## src/rtl/mem_access_pkg.sv

```systemverilog
// Shared opcode, FSM state and width definitions for the memory access sequencer.
package mem_access_pkg;

  localparam int DATA_WIDTH_DFLT = 32;

  typedef enum logic [1:0] {
    OP_FETCH = 2'd0,
    OP_LOAD  = 2'd1,
    OP_STORE = 2'd2,
    OP_RSVD  = 2'd3
  } op_e;

  typedef enum logic [1:0] {
    IDLE   = 2'd0,
    ACCESS = 2'd1,
    RESP   = 2'd2
  } state_e;

endpackage

```

## src/rtl/mem_access_unit.sv

```systemverilog
// Fetch/load/store sequencer in front of the unified ROM/RAM: one access cycle per request.
// Optional MEM_ACCESS_ALIGN_CHECK_EN turns word-misaligned addresses into error responses.
module mem_access_unit
  import mem_access_pkg::*;
#(
  parameter int DATA_WIDTH = mem_access_pkg::DATA_WIDTH_DFLT
) (
  input  logic                  clk,
  input  logic                  reset,
  input  logic                  req_valid_i,
  output logic                  req_ready_o,
  input  logic [1:0]            req_op_i,
  input  logic [DATA_WIDTH-1:0] req_addr_i,
  input  logic [DATA_WIDTH-1:0] req_wdata_i,
  output logic                  rsp_valid_o,
  input  logic                  rsp_ready_i,
  output logic                  rsp_err_o,
  output logic [DATA_WIDTH-1:0] rsp_data_o,
  output logic [DATA_WIDTH-1:0] instr_o,
  output logic [DATA_WIDTH-1:0] mdr_o,
  output logic [DATA_WIDTH-1:0] mem_addr_o,
  output logic                  mem_we_o,
  output logic [DATA_WIDTH-1:0] mem_wdata_o,
  input  logic [DATA_WIDTH-1:0] mem_rdata_i
);

  state_e                state_q, state_d;
  op_e                   op_q, op_d;
  logic                  err_q, err_d;
  logic                  rsp_err_q, rsp_err_d;
  logic [DATA_WIDTH-1:0] addr_q, addr_d;
  logic [DATA_WIDTH-1:0] wdata_q, wdata_d;
  logic [DATA_WIDTH-1:0] rsp_data_q, rsp_data_d;
  logic [DATA_WIDTH-1:0] instr_q, instr_d;
  logic [DATA_WIDTH-1:0] mdr_q, mdr_d;
  logic                  misalign;
  logic                  req_err;
  logic                  req_accept;

`ifdef MEM_ACCESS_ALIGN_CHECK_EN
  assign misalign = |req_addr_i[1:0];
`else
  assign misalign = 1'b0;
`endif

  // Error is decided once at capture so it stays fixed through ACCESS and RESP.
  assign req_err    = (op_e'(req_op_i) == OP_RSVD) || misalign;
  assign req_ready_o = (state_q == IDLE) || ((state_q == RESP) && rsp_ready_i);
  assign req_accept = req_valid_i && req_ready_o;

  always_comb begin
    state_d    = state_q;
    op_d       = op_q;
    err_d      = err_q;
    addr_d     = addr_q;
    wdata_d    = wdata_q;
    rsp_err_d  = rsp_err_q;
    rsp_data_d = rsp_data_q;
    instr_d    = instr_q;
    mdr_d      = mdr_q;

    case (state_q)
      IDLE:   if (req_valid_i) state_d = ACCESS;
      ACCESS: begin
        state_d    = RESP;
        rsp_err_d  = err_q;
        rsp_data_d = '0;
        if (!err_q) begin
          case (op_q)
            OP_FETCH: begin
              instr_d    = mem_rdata_i;
              rsp_data_d = mem_rdata_i;
            end
            OP_LOAD: begin
              mdr_d      = mem_rdata_i;
              rsp_data_d = mem_rdata_i;
            end
            default: ;
          endcase
        end
      end
      RESP:   if (rsp_ready_i) state_d = req_valid_i ? ACCESS : IDLE;
      default: state_d = IDLE;
    endcase

    if (req_accept) begin
      op_d    = op_e'(req_op_i);
      err_d   = req_err;
      addr_d  = req_addr_i;
      wdata_d = req_wdata_i;
    end
  end

  always_ff @(posedge clk or posedge reset) begin
    if (reset) begin
      state_q    <= IDLE;
      op_q       <= OP_FETCH;
      err_q      <= 1'b0;
      addr_q     <= '0;
      wdata_q    <= '0;
      rsp_err_q  <= 1'b0;
      rsp_data_q <= '0;
      instr_q    <= '0;
      mdr_q      <= '0;
    end else begin
      state_q    <= state_d;
      op_q       <= op_d;
      err_q      <= err_d;
      addr_q     <= addr_d;
      wdata_q    <= wdata_d;
      rsp_err_q  <= rsp_err_d;
      rsp_data_q <= rsp_data_d;
      instr_q    <= instr_d;
      mdr_q      <= mdr_d;
    end
  end

  // Decoded from state so an async reset drops the write strobe at once.
  assign mem_we_o    = (state_q == ACCESS) && (op_q == OP_STORE) && !err_q;
  assign mem_addr_o  = addr_q;
  assign mem_wdata_o = wdata_q;
  assign rsp_valid_o = (state_q == RESP);
  assign rsp_err_o   = rsp_err_q;
  assign rsp_data_o  = rsp_data_q;
  assign instr_o     = instr_q;
  assign mdr_o       = mdr_q;

endmodule

```

## config.mk

```make
export PLATFORM = sky130hd
export DESIGN_NAME = mem_access_unit
export DESIGN_NICKNAME = d
export VERILOG_FILES = /design/src/rtl/mem_access_pkg.sv /design/src/rtl/mem_access_unit.sv
export SDC_FILE = /design/constraint.sdc
export NUM_CORES = 1
export LEC_CHECK = 0
export CORE_ASPECT_RATIO = 1.2
export CORE_UTILIZATION = 45
export CTS_BUF_LIST = sky130_fd_sc_hd__clkbuf_16
export DETAILED_ROUTE_END_ITERATION = 7
export GPL_TIMING_DRIVEN = 0
export PLACE_DENSITY = 0.94
export SLEW_MARGIN = 15
export SYNTH_ARGS = -nofsm -noshare
export SYNTH_HDL_FRONTEND = slang
export SYNTH_SLANG_ARGS = --single-unit
```

## constraint.sdc

```tcl
create_clock -name clk -period 8.8 [get_ports clk]
set_input_delay 1.76 -clock clk [delete_from_list [all_inputs] [get_ports clk]]
set_output_delay 1.76 -clock clk [all_outputs]
set_load 0.02 [all_outputs]
```

==> results by group <==
Outcome
  • Outcome: finished, final reports clean

Detailed routing
  • Initial drt markers: 132
  • Post-detailed-route count of antenna-violating nets: 0
  • WL/cell: 19.64 um
  • Average vias per placed instance: 5.167
  • Vias: 4,289
  • WL final: 16,300 um
  • Pre-Repair DR Iteration Count: 4
  • Residual DRC count: 0

Setup path
  • CP Cell Sequence: clkdlybuf4s50_1, nor2b_1, nor2_1, clkdlybuf4s50_1
  • Most frequent CP cell: clkdlybuf4s50_1
  • Crit path required time: 7.04 ns
  • CP arrival: 3.03 ns
  • CP Capture Type: primary output
  • Critical path type: input port to primary output
  • Worst path slowest cell: clkdlybuf4s50_1
  • Worst R2R Setup Slack: 6.72 ns
  • Critical path's top delay family: buffers and inverters
  • Critical-path maximum fanout: 2
  • CP bufs+invs: 2
  • Reg-to-Reg Start: state_q[1]$_DFFE_PP0P_
  • Worst Setup Start Kind: input port
  • Worst-case reg-to-reg path depth: 5
  • End of the worst register-to-register path: instr_o[30]$_DFFE_PP0P_
  • CP max stage delay: 0.62 ns

Global route
  • Vias in the first global route: 4,731
  • First-pass GRT wire length: 25,020 um
  • Antenna violations before repair: 0
  • Global-route usage over all layers: 24.06%
  • Largest net degree at the start of global routing: 108
  • Grt ovf: 0

STA
  • Max-slew headroom: 61.14%
  • # setup viols final: 0
  • Setup tns final: 0 ns
  • Fin crit share: 54.47%
  • Skew final: 0.008401 ns
  • Hold Vio Cnt, Final: 0
  • WHS: 0.4814 ns
  • Setup ws final: 4.006 ns
  • Max-slew violations: 0
  • Worst-Margin Slew: 0.5830 ns
  • FMAX: 208.6 MHz
  • Min Tclk post-route: 4.794 ns
  • RSZ-0062 raised after global routing: false

Logic synthesis
  • Syn Area/Cell: 16.74 sq um
  • Synth top area share: 67.81%
  • Post-synthesis cell area: 6126 sq um
  • Synthesized instance count: 366
  • Sequential share of the synthesized area: 67.81%
  • Synth warn: 0
  • Syn_nets: 468
  • Area contributors post-synth: dfrtp_1 (68%), mux2_2 (18%), mux2_1 (5.7%), a22o_1 (4.6%), buf_2 (0.74%)
  • Area leader, netlist: dfrtp_1
  • Register bit total from synthesis: 166
  • Yosys cell types: 18

Hold path
  • Hold path startpoint: instr_o[2]$_DFFE_PP0P_
  • Hold EP: instr_o[2]$_DFFE_PP0P_
  • Hold path depth: 1
  • Min-delay worst type: register to register

CTS
  • CTS tree: built
  • CTS Buffer Depth: 2
  • # resized after CTS: 0
  • Total clock buffers created by CTS: 17
  • Post-CTS Setup Inserts: 0
  • Clock Sinks: 166
  • Post-CTS Hold Buffers: 0
  • Worst skew pair latency: 0.42 ns
  • CTS H-tree depth: 4
  • Clock root cell: clkbuf_16
  • Clk slew on worst S/H paths: 0.06 ns

Pwr
  • Combinational Power Share: 39.8%
  • Leakage: 0.004113 uW
  • Switch Pwr: 1089 uW
  • Net Sw Frac: 32.31%
  • Power per cell area: 348.2 nW/um^2
  • Peak VDD IR: 0.1830 mV
  • Part of the power in registers: 35.6%
  • Clock power share: 24.5%
  • Cell Int Power: 2282 uW

Cells and area
  • Fraction of final layout cells sized beyond drive strength 1: 22.05%
  • Area Growth Syn to Fin: 58.03%
  • Net count, final: 753
  • Final core occ: 73.13%
  • Antenna Cells: 0
  • Fill cells: 855
  • Fin area: 9681 sq um

Floorplanning
  • Row count: 46
  • DIE HEIGHT: 129.8 um
  • Die area: 14,090 sq um
  • Die width: 108.5 um
  • Initial Util: 46.28%
  • Core area: 13,240 sq um
  • IO Pins: 266

Job
  • Max-capacitance violation count: 0

Place
  • GP Congestion: 0.7323
  • PortBufs: 265
  • Post-place setup slack: 4.025 ns
  • Area after DPL: 9024 sq um
  • DP Wirelength: 12,050 um
-- power groups by stage --
stage / combinational, uW / sequential [uW] / clock [uW]
2_1_floorplan: 298 / 1530 / 0
3_3_place_gp: 1310 / 1190 / 0
3_5_place_dp: 1350 / 1210 / 0
4_1_cts: 1360 / 1200 / 843
5_1_grt: 1410 / 1240 / 871
6_report: 1340 / 1200 / 827
-- per-layer routing --
metal	routed length, um	part of all wire, %	up-vias	track usage (%)
met4	468	2.9	0	11.05
met5	0	0	-	0
met3	1332	8.2	39	8.691
li1	-	-	1885	-
met1	5818	36	2157	25.54
met2	8682	53	208	42.48
-- per-stage QoR --
step                      std cells  total power (uW)
after floorplan                 366              1829
after global placement          799              2502
after detailed placement        800              2560
after CTS                       830              3404
after global routing            830              3517
final                           830              3371
-- layout make-up --
type | count | area (sq um) | share of cell area [%]
multi-input combinational | 177 | 1856 | 19.17
clock inverter | 13 | 231.5 | 2.391
sequential | 166 | 4154 | 42.91
tap | 168 | 210.2 | 2.171
clock buffer | 17 | 425.4 | 4.394
inverter | 2 | 15.01 | 0.1551
timing repair buffer | 266 | 2680 | 27.69
buffer | 21 | 108.9 | 1.124
-- worst max-delay path by stage --
stage	from	to	slack, ns	cells after the start
5_1_grt	rsp_ready_i	req_ready_o	3.88	4
3_5_place_dp	rsp_ready_i	req_ready_o	4.02	4
2_1_floorplan	reset	err_q$_DFFE_PP0P_	2.55	1
4_1_cts	rsp_ready_i	req_ready_o	3.99	4
6_report	rsp_ready_i	req_ready_o	4.01	4
3_3_place_gp	reset	instr_o[13]$_DFFE_PP0P_	0.85	2
-- registers in the layout, summed over array words and instances, names as in the netlist --
| signal | count |
|---|---|
| instr_o | 32 |
| mdr_o | 32 |
| mem_addr_o | 32 |
| mem_wdata_o | 32 |
| rsp_data_o | 32 |
| op_q | 2 |
| state_q | 2 |
| err_q | 1 |
| rsp_err_o | 1 |
-- Yosys cell counts, drive strengths merged --
library cell  number
o21ai              2
nand2b             2
dfrtp            166
a22o              32
mux2i              1
nor3b              1
clkbuf             6
nor2b              3
inv                2
buf               15
mux2             130
nor2               1
nor4b              2
nand2              3
-- kinds of logic after synthesis --
| logic type | Yosys count | synth area share, % |
|---|---|---|
| AOI/OAI and AO/OA | 34 | 4.739 |
| and+or+nand+nor | 12 | 1.491 |
| DFF | 166 | 67.81 |
| muxes | 131 | 24.06 |
| buffers and inverters | 23 | 1.899 |
-- placed cells by master, fill, tap and decap left out, drive strengths merged --
cell type      instances
nor4b                  2
inv                    4
nor2                   1
a22o                  32
buf                   16
nor2b                  3
clkbuf                23
mux2i                  1
clkinvlp               1
mux2                 130
bufinv                 6
clkinv                 4
nor3b                  1
nand2                  3
nand2b                 2
o21ai                  2
dfrtp                166
clkdlybuf4s50        265
Note: power is estimated with default switching activity, not from simulation.
